===== src/rtl/bin_seg_pkg.sv =====
// Shared types and segment constants for the binary to seven-segment converter.
package bin_seg_pkg;

  typedef enum logic [1:0] {
    S_IDLE = 2'd0,
    S_CONV = 2'd1,
    S_ENC  = 2'd2,
    S_ERR  = 2'd3
  } state_e;

  localparam logic [7:0] SEG_0     = 8'h3F;
  localparam logic [7:0] SEG_1     = 8'h06;
  localparam logic [7:0] SEG_2     = 8'h5B;
  localparam logic [7:0] SEG_3     = 8'h4F;
  localparam logic [7:0] SEG_4     = 8'h66;
  localparam logic [7:0] SEG_5     = 8'h6D;
  localparam logic [7:0] SEG_6     = 8'h7D;
  localparam logic [7:0] SEG_7     = 8'h07;
  localparam logic [7:0] SEG_8     = 8'h7F;
  localparam logic [7:0] SEG_9     = 8'h6F;
  localparam logic [7:0] SEG_MINUS = 8'h40;
  localparam logic [7:0] SEG_BLANK = 8'h00;

  function automatic logic [7:0] seg_of(input logic [3:0] n);
    case (n)
      4'd0:    return SEG_0;
      4'd1:    return SEG_1;
      4'd2:    return SEG_2;
      4'd3:    return SEG_3;
      4'd4:    return SEG_4;
      4'd5:    return SEG_5;
      4'd6:    return SEG_6;
      4'd7:    return SEG_7;
      4'd8:    return SEG_8;
      4'd9:    return SEG_9;
      default: return SEG_0;
    endcase
  endfunction

  function automatic longint unsigned pow10(input int unsigned e);
    longint unsigned r;
    r = 1;
    for (int unsigned i = 0; i < e; i++) r = r * 10;
    return r;
  endfunction

endpackage


===== src/rtl/bin_seg_conv_seg_enc.sv =====
// Single-digit encoder: minus overrides blank, blank overrides the nibble code.
module seg_enc
  import bin_seg_pkg::*;
(
  input  logic [3:0] nibble,
  input  logic       blank,
  input  logic       minus,
  output logic [7:0] seg
);

  always_comb begin
    if (minus)      seg = SEG_MINUS;
    else if (blank) seg = SEG_BLANK;
    else            seg = seg_of(nibble);
  end

endmodule


===== src/rtl/bin_seg_conv.sv =====
// Sequential double-dabble binary to BCD conversion feeding N_DIG seven-segment encoders.
module bin_seg_conv
  import bin_seg_pkg::*;
#(
  parameter int unsigned           W       = 14,
  parameter int unsigned           N_DIG   = 4,
  parameter bit                    SIGNED  = 1'b0,
  parameter bit                    BLANK   = 1'b0,
  parameter logic [8*N_DIG-1:0]    ERR_PAT = 32'h763D507C
) (
  input  logic                 clk,
  input  logic                 rst_n,
  input  logic [W-1:0]         num,
  input  logic                 start,
  input  logic                 error,
  output logic [8*N_DIG-1:0]   digits,
  output logic                 busy,
  output logic                 done
);

  localparam int unsigned     SRW     = W + 4 * N_DIG;
  localparam int unsigned     CW      = $clog2(W + 1);
  localparam longint unsigned MAX_POS = pow10(N_DIG) - 1;
  localparam longint unsigned MAX_NEG = pow10(N_DIG - 1) - 1;

  state_e               state_q, state_d;
  logic [SRW-1:0]       sr_q, sr_d;
  logic [CW-1:0]        cnt_q, cnt_d;
  logic                 neg_q, neg_d;
  logic                 ovf_q, ovf_d;
  logic [8*N_DIG-1:0]   digits_q, digits_d;
  logic                 done_q, done_d;

  logic                 neg_in;
  logic [W-1:0]         mag;
  logic                 ovf_in;
  logic [SRW-1:0]       sr_step;
  logic [N_DIG-1:0]     lz, blank_v, minus_v;
  logic [8*N_DIG-1:0]   seg_v;

  always_comb begin
    neg_in = SIGNED && num[W-1];
    mag    = neg_in ? (~num + 1'b1) : num;
    ovf_in = neg_in ? (64'(mag) > MAX_NEG) : (64'(mag) > MAX_POS);
  end

  // One double-dabble step: correct every nibble >= 5, then shift left.
  always_comb begin
    sr_step = sr_q;
    for (int unsigned i = 0; i < N_DIG; i++) begin
      if (sr_step[W+4*i +: 4] >= 4'd5)
        sr_step[W+4*i +: 4] = sr_step[W+4*i +: 4] + 4'd3;
    end
    sr_step = {sr_step[SRW-2:0], 1'b0};
  end

  // lz[g]: digits g and above are all zero; minus sits just above the top nonzero digit.
  for (genvar g = 0; g < N_DIG; g++) begin : g_dig
    assign lz[g] = (sr_q[SRW-1 : W+4*g] == '0);
    if (g == 0) begin : g_lsd
      assign minus_v[g] = 1'b0;
      assign blank_v[g] = 1'b0;
    end else begin : g_upper
      assign minus_v[g] = BLANK ? (neg_q && lz[g] && ((g == 1) || !lz[g-1]))
                                : (neg_q && (g == N_DIG - 1));
      assign blank_v[g] = BLANK && lz[g] && !minus_v[g];
    end
    seg_enc u_seg_enc (
      .nibble (sr_q[W+4*g +: 4]),
      .blank  (blank_v[g]),
      .minus  (minus_v[g]),
      .seg    (seg_v[8*g +: 8])
    );
  end

  always_comb begin
    state_d  = state_q;
    sr_d     = sr_q;
    cnt_d    = cnt_q;
    neg_d    = neg_q;
    ovf_d    = ovf_q;
    digits_d = digits_q;
    done_d   = 1'b0;
    unique case (state_q)
      S_IDLE: begin
        if (error) begin
          state_d = S_ERR;
        end else if (start) begin
          sr_d    = {{(4*N_DIG){1'b0}}, mag};
          cnt_d   = '0;
          neg_d   = neg_in;
          ovf_d   = ovf_in;
          state_d = S_CONV;
        end
      end
      S_CONV: begin
        if (error) begin
          state_d = S_ERR;
        end else begin
          sr_d  = sr_step;
          cnt_d = cnt_q + 1'b1;
          if (cnt_q == CW'(W - 1)) state_d = S_ENC;
        end
      end
      S_ENC: begin
        digits_d = ovf_q ? ERR_PAT : seg_v;
        done_d   = 1'b1;
        state_d  = S_IDLE;
      end
      S_ERR: begin
        digits_d = ERR_PAT;
        done_d   = 1'b1;
        state_d  = S_IDLE;
      end
      default: state_d = S_IDLE;
    endcase
  end

  always_ff @(posedge clk or negedge rst_n) begin
    if (!rst_n) begin
      state_q  <= S_IDLE;
      sr_q     <= '0;
      cnt_q    <= '0;
      neg_q    <= 1'b0;
      ovf_q    <= 1'b0;
      digits_q <= '0;
      done_q   <= 1'b0;
    end else begin
      state_q  <= state_d;
      sr_q     <= sr_d;
      cnt_q    <= cnt_d;
      neg_q    <= neg_d;
      ovf_q    <= ovf_d;
      digits_q <= digits_d;
      done_q   <= done_d;
    end
  end

  assign digits = digits_q;
  assign done   = done_q;
  assign busy   = (state_q == S_CONV) || (state_q == S_ENC);

endmodule


===== config.mk =====
export PLATFORM = sky130hd
export DESIGN_NAME = bin_seg_conv
export DESIGN_NICKNAME = d
export VERILOG_FILES = /design/src/rtl/bin_seg_pkg.sv /design/src/rtl/bin_seg_conv_seg_enc.sv /design/src/rtl/bin_seg_conv.sv
export SDC_FILE = /design/constraint.sdc
export NUM_CORES = 1
export LEC_CHECK = 0
export CORE_ASPECT_RATIO = 0.75
export CORE_UTILIZATION = 41
export CTS_CLUSTER_DIAMETER = 200
export DETAILED_ROUTE_END_ITERATION = 12
export PLACE_DENSITY = 0.71
export SYNTH_ARGS = -nofsm -noshare
export SYNTH_HDL_FRONTEND = slang
export SYNTH_SLANG_ARGS = --single-unit

===== constraint.sdc =====
create_clock -name clk -period 2.3 [get_ports clk]
set_clock_uncertainty 0.15 [all_clocks]
set_input_delay 0.345 -clock clk [delete_from_list [all_inputs] [get_ports clk]]
set_output_delay 0.345 -clock clk [all_outputs]
set_load 0.05 [all_outputs]

Word-level counts from Yosys, hierarchy flattened
Memories as Yosys holds them, arrays and structs flattened.
Cells that the tools add are included.
Widths: inputs -> output; s select.
Word-level totals
  register bits: 70
  bits in read-only memories: 448
  bits of input ports: 18
  output and inout port bits: 34
  logic and storage cells: 58
  memories: 4
Cells by class
  add/subtract/negate cells: 5
  magnitude comparators: 5
  eq/ne operators: 9
  mux-type cells: 20
  bitwise logic cells: 1
  reductions and logical operators: 8
Memories
  (no name shown): words 16, width 7, rd ports 1, clocked after memory_dff 0, wr ports 0, line bin_seg_pkg.sv:25  | case (n)
  (no name shown): words 16, width 7, rd ports 1, clocked after memory_dff 0, wr ports 0, line bin_seg_pkg.sv:25
  (no name shown): words 16, width 7, rd ports 1, clocked after memory_dff 0, wr ports 0, line bin_seg_pkg.sv:25
  (no name shown): words 16, width 7, rd ports 1, clocked after memory_dff 0, wr ports 0, line bin_seg_pkg.sv:25
Operators with widths (number)
  $mux 30: 3
  $pmux 32 s2: 1
  $pmux 30 s2: 1
  $mux 32: 1
  $mux 4: 6
  $ge 4x3->1 const B: 4
  $gt 14x14->1 const B: 1
  $add 4x2->4 const B: 3
  $mux 2: 4
  $pmux 4 s2: 1
  $ne 2x2->1 const B: 3
  $ne 3x3->1 const B: 2
  $pmux 2 s3: 1
  $add 4x1->4 const B: 1
  $eq 2x2->1 const B: 2
  $eq 4x4->1 const B: 1
  $reduce_and 4->1: 1
  $reduce_bool 2->1: 2
  $add 3x2->3 const B: 1
  $mux 3: 1
  $reduce_and 3->1: 1
  $eq 2x1->1 const B: 1
  $logic_not 2->1: 1
  $reduce_and 2->1: 1
  other kinds (4): 4

Depth between registers and ports, before layout
  depth in word-level cells: 4
  gate-level depth with buffers: 8
  gate-level depth less buffers: 6

By module
Synthesis repeated with hierarchy kept, for this count alone.
Unflattened totals
  cells, all modules: 398
  area total of the unflattened synthesis: 4000.1 µm²
By module, submodules not included
  bin_seg_conv: instances 1, cells an instance 279, area each 3195.6 µm², sequential area each 1751.7 µm²
  seg_enc at g_dig[0].u_seg_enc ...: instances 3, cells an instance 30, area each 201.4 µm², sequential area each 0.0 µm²
  seg_enc at g_dig[1].u_seg_enc: instances 1, cells an instance 29, area each 200.2 µm², sequential area each 0.0 µm²

Least setup slack after synthesis
Ideal clock, no wire load.
  path type: flip-flop to flip-flop
  start point: register state_q[0]
  end point: register sr_q[17]
  arrival time: 1540 ps
  data required time: 2029 ps
  path slack: 489 ps
  stages on the path, launching flop included: 8
  path buffers: 2
  period minus slack after synthesis: 1811 ps
  cells stage by stage: dfrtp_1 -> inv_1 -> ha_1 -> buf_6 -> mux2i_4 -> or2_4 -> buf_6 -> a22o_1
On the way
  cells in the longest elaborated chain, start to end: 3
  elaborated cells between the ends (all ways): 8
  those cells by class: eq/ne (4); mux (1); reduce/logical (3)
RTL lines
  from (decl): line bin_seg_conv.sv:26  | state_e state_q, state_d;
  from (signal assigned): line bin_seg_conv.sv:129  | state_q <= state_d;
  $eq 2x1->1 or $logic_not 2->1 (tied branches): line bin_seg_conv.sv:84  | unique case (state_q)
  $ne 2x2->1 (no line) or $reduce_bool 2->1 (tied branches)
  $reduce_and 4->1 (no line)
  to (signal assigned): line bin_seg_conv.sv:130  | sr_q <= sr_d;
  to (decl): line bin_seg_conv.sv:27  | logic [SRW-1:0] sr_q, sr_d;
Parallel ways exist; a longest one is shown, timed or not.
A chain may end at the register's enable or synchronous reset.

Final worst setup path
  start point: register sr_q[22]
  end point: register sr_q[24]
On the way
  cells in the longest elaborated chain, start to end: 4
  elaborated cells between the ends (all ways): 5
  those cells by class: add/sub (1); order compare (1); mux (3)
RTL lines
  $add 4x2->4 or $ge 4x3->1 (tied branches): line bin_seg_conv.sv:52, bin_seg_conv.sv:51
  $mux 4 *: line bin_seg_conv.sv:51  | if (sr_step[W+4*i +: 4] >= 4'd5)
  $mux 30 *: line bin_seg_conv.sv:97  | if (error) begin
  $pmux 30 s2 *: line bin_seg_conv.sv:84
Every way passes the cells marked *; elsewhere a longest branch is shown, timed or not. The select of a mux whose other input is x is not followed.

==> metrics.cfg <==
[timing]
rsz0062_at_grt = false
clock.fmax_mhz = 499
period_share_pct = 87.2
slew_headroom_pct = 65.8
setup_viol_count_final = 0
worst_slew_pin_slew_ns = 0.511
drv_slew = 0
min_period_ns = 2.00
hold_viol_final = 0
setup_tns_ns = 0

[final_layout]
fillCellCount = 790
nets = 459
syn2layout_area_growth_pct = 23.4
final_common_cell = dfrtp_1
layout-drive-gt1-share_pct = 8.19
final_cell_mix = 66 x dfrtp_1, 45 x clkdlybuf4s50_1, 41 x nand2_1
antenna_cells = 0
fin_cells = 523

[hold_path]
holdPathStages = 2
min_path_type = reg -> reg

[route]
routed_wl_mm = 7.86
drtIter0Drc = 93
vias = 2798
via_per_inst = 5.35
ant_nets = 0
drc_errors = 0
drtPass1Iterations = 4
wire_per_inst_um = 15.0

[worst_setup_path]
crit_fanout = 5
ff2ff_path_depth = 6
cp_data_required_time_ns = 2.40
start_kind = flip-flop
end_kind = flip-flop
arrival_ns = 2.10
crit_type = reg -> reg

[cts]
clk_pin_slew_ns = 0.05
hold_buffers = 1
clock_latency_ns = 0.33
cts_tree = done
htreeDepth = 3
clock_sinks = 66
ctsRootBufferMaster = clkbuf_16
post-cts-setup-buffer-count = 0
cts_buffer_depth = 2
cts_resized = 0
numCtsBuffers = 9

[floorplan]
start_util_pct = 42.3
rows = 29
ios = 52
die_w_um = 110
core_area_um2 = 8490
die_h_um = 83.0
die_area_um2 = 9140

[global_routing]
track_usage_pct = 19.3
grt_first_pass_wirelength_mm = 13.5
grt_max_degree = 67
grt-ovfl-total = 0
grt_pass1_vias = 2829
antenna_found_initial = 0

[outcome]
status = complete, no violations

[yosys]
ys_ff_latch = 66
syn_area_um2 = 3590
synth_flop_cell = dfrtp_1
synth_edf_count = 0
async_flop_share_pct = 100
avgSynthCellArea_um2 = 9.83
syn_inst = 365
synthDistinctLibCells = 41
ys_seq_area_share_pct = 46.0
ys.warnings.count = 0

[pwr]
static-leakage-power_uw = 0.00190
p_sw_share_pct = 42.7
switchingPower_uw = 2620
seq_power_share_pct = 31.2
p_per_area_nw_per_um2 = 1380
intPower_uw = 3510
irDropWorstVdd_mv = 0.623
pwr-share-clk_pct = 21.7
pwr-share-comb_pct = 47.2

[placement]
dp_cells = 507
dpl.hpwl_mm = 5.32
port_buffers = 47
place.gp.congestion = 0.861

[job]
cap_violations = 0

critical path, stage by stage (launching register included):
cell and delay (ns):
dfrtp_1 0.46, inv_1 0.20, ha_1 0.28, nor2b_1 0.21
o21ba_2 0.18, mux2_2 0.34, o22ai_1 0.10
worst paths after layout:
kind	from	to	slack, ns
worst min register to register	digits[9]	digits[9]	0.32
worst max-delay path	sr_q[22]	sr_q[24]	0.30
min in group asynchronous	rst_n	digits[11]	0.40
max in group asynchronous	rst_n	sr_q[11]	1.29
worst max register to register	sr_q[22]	sr_q[24]	0.30
worst min-delay path	digits[9]	digits[9]	0.32
metrics by stage:
step	util, %	hold WS (ns)	area, um2	worst slack (ns)	power (uW)
after global routing	52.2	0.358	4430	0.153	6550
after floorplan	-	-0.101	3600	0.489	4000
after detailed placement	48.7	0.240	4130	0.269	4810
after CTS	52.2	0.331	4430	0.294	6160
after global placement	48.7	0.239	4130	0.309	4740
final	52.2	0.324	4430	0.296	6120
power by group through the flow:
stage / Sequential (uW) / Clock (uW) / Combinational (uW)
2_1_floorplan: 2340 / 0 / 1660
3_3_place_gp: 1910 / 0 / 2830
3_5_place_dp: 1920 / 0 / 2890
4_1_cts: 1910 / 1350 / 2910
5_1_grt: 1980 / 1410 / 3170
6_report: 1910 / 1330 / 2890
layer usage:
metal	track usage, %	wire, um	vias to the layer above
met1	27.3	3970	1376
met3	5.49	294	11
li1	-	-	1363
met4	6.06	102	0
met5	0	0	-
met2	28.5	3490	48
synth_stat cells, types with 4 or more instances:
cell type	instances	share of area, %
dfrtp_1	66	46
nand2_1	41	4.3
o21ai_0	37	5.2
ha_1	30	10
nor2_1	23	2.4
inv_1	18	1.9
a21oi_1	17	2.4
o22ai_1	15	2.6
mux2i_1	13	3.6
buf_2	9	1.3
a31oi_1	7	1.2
clkbuf_1	7	0.73
nor3_1	7	0.98
o22a_1	7	1.7
a211oi_1	6	1.3
nand3_1	6	0.84
xnor2_1	6	1.5
a22o_1	5	1.2
mux2_2	5	1.6
buf_4	4	0.84
o32a_1	4	1.1
logic make-up after synthesis:
group                      after synthesis  share of synthesized area [%]
xor gates and xnor gates                 6                           1.46
buffers and inverters                   44                           5.96
AOI/OAI and AO/OA                      107                           18.7
other                                    1                          0.104
muxes                                   19                           5.82
DFF                                     66                           46.0
and+or+nand+nor                         92                           11.5
adders and majority gates               30                           10.5
sequential cells by signal, summed over array words and instances, names as in the netlist:
register	flops
digits	28
state_q	2
sr_q	30
cnt_q	4
ovf_q	1
done	1
final cells by class:
cell class                 instances  area (um2)  share of cell area (%)
multi-input combinational        258        1740                    39.2
sequential                        66        1650                    37.3
timing repair buffer              56         546                    12.3
clock buffer                      12         246                    5.56
tap                              108         135                    3.05
inverter                          20        75.1                    1.69
clock inverter                     3        40.0                   0.904
Note: power is estimated with default switching activity, not from simulation.
